--- config.mk ---
export PLATFORM = sky130hd
export DESIGN_NAME = audio_fir_decim
export DESIGN_NICKNAME = d
export VERILOG_FILES = /design/src/rtl/audio_fir_decim_pkg.sv /design/src/rtl/audio_fir_decim_fir_mac.sv /design/src/rtl/audio_fir_decim.sv
export SDC_FILE = /design/constraint.sdc
export NUM_CORES = 2
export LEC_CHECK = 0
export BUFFER_PORTS_ARGS = -buffer_cell sky130_fd_sc_hd__buf_2
export CAP_MARGIN = 20
export CORE_AREA = 2 2 333 335
export CTS_BUF_LIST = sky130_fd_sc_hd__clkbuf_4 sky130_fd_sc_hd__clkbuf_8 sky130_fd_sc_hd__clkbuf_16
export DETAILED_ROUTE_END_ITERATION = 16
export DIE_AREA = 0 0 335 337
export GPL_TIMING_DRIVEN = 0
export PLACE_DENSITY = 0.79
export SLEW_MARGIN = 20
export SYNTH_ARGS = -nofsm -noshare
export SYNTH_HDL_FRONTEND = slang
export SYNTH_SLANG_ARGS = --single-unit
--- constraint.sdc ---
create_clock -name clock -period 37.2 [get_ports clock]
set_input_delay 9.3 -clock clock [delete_from_list [all_inputs] [get_ports clock]]
set_output_delay 9.3 -clock clock [all_outputs]
set_load 0.01 [all_outputs]
--- src/rtl/audio_fir_decim_pkg.sv ---
// Shared constants and fixed-point helpers for the audio decimating FIR.
package audio_fir_decim_pkg;

  localparam int unsigned DATA_WIDTH  = 32;
  localparam int unsigned QUANT_BITS  = 10;
  localparam int unsigned AUDIO_DECIM = 8;
  localparam int unsigned MAX_TAPS    = 32;

  // Symmetric low-pass taps in Q10.
  localparam logic signed [DATA_WIDTH-1:0] AUDIO_LPR_COEFFS [MAX_TAPS] = '{
    1, 2, 3, 5, 8, 12, 17, 24, 32, 41, 50, 59, 67, 74, 78, 80,
    80, 78, 74, 67, 59, 50, 41, 32, 24, 17, 12, 8, 5, 3, 2, 1
  };

  // Q10 -> integer, rounding toward zero: negative values get a bias before the shift.
  function automatic logic signed [DATA_WIDTH-1:0] DEQUANTIZE_I(
    input logic signed [DATA_WIDTH-1:0] v
  );
    logic signed [DATA_WIDTH-1:0] biased;
    biased = v[DATA_WIDTH-1] ? v + DATA_WIDTH'((1 << QUANT_BITS) - 1) : v;
    return biased >>> QUANT_BITS;
  endfunction

endpackage

--- src/rtl/audio_fir_decim_fir_mac.sv ---
// One-tap-per-cycle multiply / dequantize / accumulate datapath with clear and enable.
module audio_fir_decim_fir_mac
  import audio_fir_decim_pkg::*;
(
  input  logic                         clk_i,
  input  logic                         rst_ni,
  input  logic                         clr_i,
  input  logic                         en_i,
  input  logic signed [DATA_WIDTH-1:0] coeff_i,
  input  logic signed [DATA_WIDTH-1:0] sample_i,
  output logic signed [DATA_WIDTH-1:0] acc_o
);

  logic signed [DATA_WIDTH-1:0] prod;
  logic signed [DATA_WIDTH-1:0] acc_d, acc_q;

  always_comb begin
    // Evaluated at DATA_WIDTH, so only the low half of the full product survives.
    prod  = coeff_i * sample_i;
    acc_d = acc_q;
    if (clr_i) begin
      acc_d = '0;
    end else if (en_i) begin
      acc_d = acc_q + DEQUANTIZE_I(prod);
    end
  end

  always_ff @(posedge clk_i) begin
    if (!rst_ni) begin
      acc_q <= '0;
    end else begin
      acc_q <= acc_d;
    end
  end

  assign acc_o = acc_q;

endmodule

--- src/rtl/audio_fir_decim.sv ---
// Streaming decimating FIR: fill DECIM samples, run TAPS MAC cycles, hold result until taken.
module audio_fir_decim
  import audio_fir_decim_pkg::*;
#(
  parameter int unsigned                  TAPS           = MAX_TAPS,
  parameter int unsigned                  DECIM          = AUDIO_DECIM,
  parameter logic signed [DATA_WIDTH-1:0] COEFFS [TAPS]  = AUDIO_LPR_COEFFS
) (
  input  logic                         clock,
  input  logic                         reset_n,
  input  logic signed [DATA_WIDTH-1:0] din,
  input  logic                         in_valid,
  output logic                         in_ready,
  output logic signed [DATA_WIDTH-1:0] dout,
  output logic                         out_valid,
  input  logic                         out_ready
);

  localparam int unsigned PtrW = (TAPS > 1) ? $clog2(TAPS) : 1;
  localparam int unsigned KW   = $clog2(TAPS + 1);
  localparam int unsigned CntW = (DECIM > 1) ? $clog2(DECIM) : 1;
  localparam logic [PtrW-1:0] PtrMask = PtrW'(TAPS - 1);

  typedef enum logic [1:0] {StFill, StMac, StOut} state_e;

  state_e                       state_q, state_d;
  logic signed [DATA_WIDTH-1:0] hist_q [TAPS];
  logic [PtrW-1:0]              wp_q, wp_d, rd_idx;
  logic [CntW-1:0]              cnt_q, cnt_d;
  logic [KW-1:0]                k_q, k_d;
  logic signed [DATA_WIDTH-1:0] dout_q, dout_d, acc;
  logic                         out_valid_q, out_valid_d;
  logic                         in_ready_q, in_ready_d;
  logic                         hist_we, mac_clr, mac_en;

  // hist[wp-1] is the newest sample; tap k reads k samples further back.
  assign rd_idx = (wp_q - PtrW'(1) - k_q[PtrW-1:0]) & PtrMask;

  always_comb begin
    state_d     = state_q;
    wp_d        = wp_q;
    cnt_d       = cnt_q;
    k_d         = k_q;
    dout_d      = dout_q;
    out_valid_d = out_valid_q;
    hist_we     = 1'b0;
    mac_clr     = 1'b0;
    mac_en      = 1'b0;
    unique case (state_q)
      StFill: begin
        if (in_valid && in_ready_q) begin
          hist_we = 1'b1;
          wp_d    = (wp_q + PtrW'(1)) & PtrMask;
          if (cnt_q == CntW'(DECIM - 1)) begin
            cnt_d   = '0;
            k_d     = '0;
            mac_clr = 1'b1;
            state_d = StMac;
          end else begin
            cnt_d = cnt_q + CntW'(1);
          end
        end
      end
      StMac: begin
        // One extra cycle after the last tap lets the accumulator settle into dout.
        if (k_q == KW'(TAPS)) begin
          dout_d      = acc;
          out_valid_d = 1'b1;
          state_d     = StOut;
        end else begin
          mac_en = 1'b1;
          k_d    = k_q + KW'(1);
        end
      end
      StOut: begin
        if (out_ready) begin
          out_valid_d = 1'b0;
          state_d     = StFill;
        end
      end
      default: state_d = StFill;
    endcase
    in_ready_d = (state_d == StFill);
  end

  always_ff @(posedge clock) begin
    if (!reset_n) begin
      state_q     <= StFill;
      hist_q      <= '{default: '0};
      wp_q        <= '0;
      cnt_q       <= '0;
      k_q         <= '0;
      dout_q      <= '0;
      out_valid_q <= 1'b0;
      in_ready_q  <= 1'b0;
    end else begin
      state_q     <= state_d;
      wp_q        <= wp_d;
      cnt_q       <= cnt_d;
      k_q         <= k_d;
      dout_q      <= dout_d;
      out_valid_q <= out_valid_d;
      in_ready_q  <= in_ready_d;
      if (hist_we) begin
        hist_q[wp_q] <= din;
      end
    end
  end

  audio_fir_decim_fir_mac u_fir_mac (
    .clk_i    (clock),
    .rst_ni   (reset_n),
    .clr_i    (mac_clr),
    .en_i     (mac_en),
    .coeff_i  (COEFFS[k_q[PtrW-1:0]]),
    .sample_i (hist_q[rd_idx]),
    .acc_o    (acc)
  );

  assign in_ready  = in_ready_q;
  assign out_valid = out_valid_q;
  assign dout      = dout_q;

endmodule

==> results_dict.tcl <==
set metrics [dict create \
    outcome "complete, no violations" \
    hold_path.class "register to register" \
    cap_violations 0 \
    grt_usage 0.402 \
    die_h_microns 337 \
    slew_headroom 0.114 \
    endpoint_kind "register" \
    grt_max_degree 17 \
    die_area_sq_um 113000 \
    synth-edff-count 0 \
    yosys_most_used_dff "dfxtp_1" \
    pre_cts_ws_ns 20.55 \
    slowest_stage "fa_1" \
    synth_top_area_cell "dfxtp_1" \
    crit_path_max_incr_delay_ns 0.89 \
    routed_wl_microns 230000 \
    chipWidth_microns 335 \
    stdcell_count 8742 \
    crit_required_ns 37.84 \
    antenna_found_initial 39 \
    initial_utilization 0.544 \
    io_buffers 68 \
    fin_nets 7606 \
    cts_inserted_buffers 115 \
    synth_top_area_frac 0.371 \
    syn_area_per_cell_sq_um 8.52 \
    rows 122 \
    synthXorXnorAreaFrac 0.0140 \
    yosys_warnings 0 \
    gr-total-overflow 0 \
    routedWlPerCell_microns 26.3 \
    hold_viol_final 0 \
    ir_drop_v 0.0000423 \
    cts_tree "built" \
    ant_nets 0 \
    cts.path.max_buffers 3 \
    worstSkewPairLatency_ns 0.76 \
    min_delay_path_depth 2 \
    grt_pass1_vias 51500 \
    cts.sinks 1106 \
    synth.distinct_cells 79 \
    synthSimpleGateAreaFrac 0.205 \
    p_per_area_nw_per_um2 41.7 \
    ctsResizeCount 0 \
    vias 54200 \
    path_class "register to register" \
    dp_hpwl_microns 171000 \
    core-area_sq_um 110000 \
    layout_commonest_cell "nand2_1" \
    ctsRootBufferMaster "clkbuf_16" \
    finalMaxSlewViolations 0 \
    cts_setup_buffers 0 \
    via_per_inst 6.20 \
    reg2regPathDepth 55 \
    final_cell_mix "nand2_1 (2,585), dfxtp_1 (1,106), a21boi_0 (1,059), clkbuf_1 (483), mux4_2 (243)" \
    synthMuxAreaShare 0.102 \
    design_area_sq_um 66000 \
    first_pass_iters 9 \
    drc 0 \
    gp_congestion 1.06 \
    rsz0062_at_grt "false" \
    drt_iter0_drc 7614 \
    synthArstFlopShare 0 \
    ys_ff_latch 1106 \
    synthesis.area_sq_um 59700 \
    ios 70 \
    synth_area_leaders "dfxtp_1 (37%), nand2_1 (16%), a21boi_0 (13%), mux4_2 (9.2%), ha_1 (5.0%)" \
    cp.arrival_ns 17.92 \
    seq_area_frac_synth 0.371 \
    grt_first_pass_wirelength_microns 333000 \
    layout-drive-gt1-share 0.0846 \
    setup_ws_ns 19.92 \
    power_leakage_nw 24.2 \
    synth_fa_ha_area_frac 0.0940 \
    synth_compound_area_frac 0.162 \
    syn_to_final_growth_pct 10.6 \
    tightest_slew_ns 1.33 \
    hold_buffers 0 \
    cpMostUsedCell "fa_1" \
    htreeDepth 3 \
    min_period_over_period 0.465 \
    finalSetupTns_ns 0 \
    post-route-min-period_ns 17.28 \
    cp-start-kind "register" \
    place_area_sq_um 61900 \
    setup_viol 0 \
    dp_cells 8508 \
    syn-num-nets 7410 \
    fin_hold_ws_ns 0.456 \
    path_max_fanout 10 \
    fin_skew_ns 0.0460 \
    syn-instance-count 7004 \
    clk_pin_slew_ns 0.06 \
    fmax_ghz 0.0579 \
    synth_top_family_by_area "simple AND/OR/NAND/NOR gates" \
]
==> power breakdown <==
group / switching, mW / internal [mW] / total [mW]
combinational: 0.234 / 0.0949 / 0.329
clock: 0.524 / 0.710 / 1.23
sequential: 0.00219 / 1.19 / 1.19
total: 0.761 / 1.99 / 2.75
==> kinds of logic (layout without fill, tap and decap cells) <==
family                   Yosys count  after routing
adder cells (fa/ha/maj)          370            370
multiplexers                     278            278
XOR/XNOR                          94             94
AO/OA/AOI/OAI                   1335           1335
AND/OR/NAND/NOR                 3050           3050
flip-flops                      1106           1106
buffers and inverters            771           1062
other                              0             21
==> worst max-delay path: cells and delay by family (launching register included) <==
family	cells	cell delay, ns
adders and majority gates	13	5.31
buffers and inverters	13	4.35
AOI/OAI and AO/OA	17	4.11
and+or+nand+nor	9	1.77
xor gates and xnor gates	2	0.57
DFF	1	0.51
muxes	1	0.47
==> final cells by class <==
cell class              count  area [sq um]
repair buffers             79           454
flip-flops and latches   1106         22100
clock buffers             166          3460
well taps                1426          1780
plain buffers             558          2290
fillers                  9405         43600
diodes                     21          52.6
inverters                 213           801
clock inverters            46           558
multi-input cells        5127         34500
==> sequential cells by signal, indices dropped and copies added, names as in the netlist <==
signal / flops
hist_q: 1024
dout: 32
u_fir_mac.acc_o: 32
k_q: 6
wp_q: 5
cnt_q: 3
state_q: 2
in_ready: 1
out_valid: 1
==> cells in the mapped netlist, drive strengths merged, types with 10 or more instances <==
library cell,instances
nand2,2585
dfxtp,1106
a21boi,1059
clkbuf,495
mux4,259
ha,240
inv,212
nand3,145
fa,130
nor2,98
and2,85
a21oi,84
o21ai,72
buf,63
xnor2,61
nor2b,32
xor2,32
a21o,29
nand2b,23
and3,17
mux2i,17
nor3,15
a211oi,12
a31oi,10
nor4,10
o21bai,10
o22ai,10
==> final timing paths <==
| kind | start | endpoint | slack, ns |
|---|---|---|---|
| min reg2reg | dout[21]$_SDFFE_PN0P_ | dout[21]$_SDFFE_PN0P_ | 0.46 |
| max | k_q[0]$_SDFFE_PN0P_ | u_fir_mac.acc_o[28]$_SDFFE_PP0P_ | 19.92 |
| max reg2reg | k_q[0]$_SDFFE_PN0P_ | u_fir_mac.acc_o[28]$_SDFFE_PP0P_ | 19.92 |
| min | dout[21]$_SDFFE_PN0P_ | dout[21]$_SDFFE_PN0P_ | 0.46 |
==> metal layers <==
| layer | up-vias | share of wire | GRT usage |
|---|---|---|---|
| li1 | 23700 | - | - |
| met1 | 25800 | 0.35 | 0.475 |
| met2 | 3604 | 0.42 | 0.599 |
| met3 | 1033 | 0.12 | 0.120 |
| met4 | 18 | 0.10 | 0.347 |
| met5 | - | 0.0012 | 0.00553 |
==> per-stage QoR <==
| stage | util | power [mW] |
|---|---|---|
| after detailed placement | 0.565 | 1.53 |
| after global placement | 0.564 | 1.52 |
| after floorplan | - | 1.39 |
| final | 0.602 | 2.75 |
| after global routing | 0.602 | 2.80 |
| after CTS | 0.602 | 2.72 |
(Power assumes the default switching activity.)
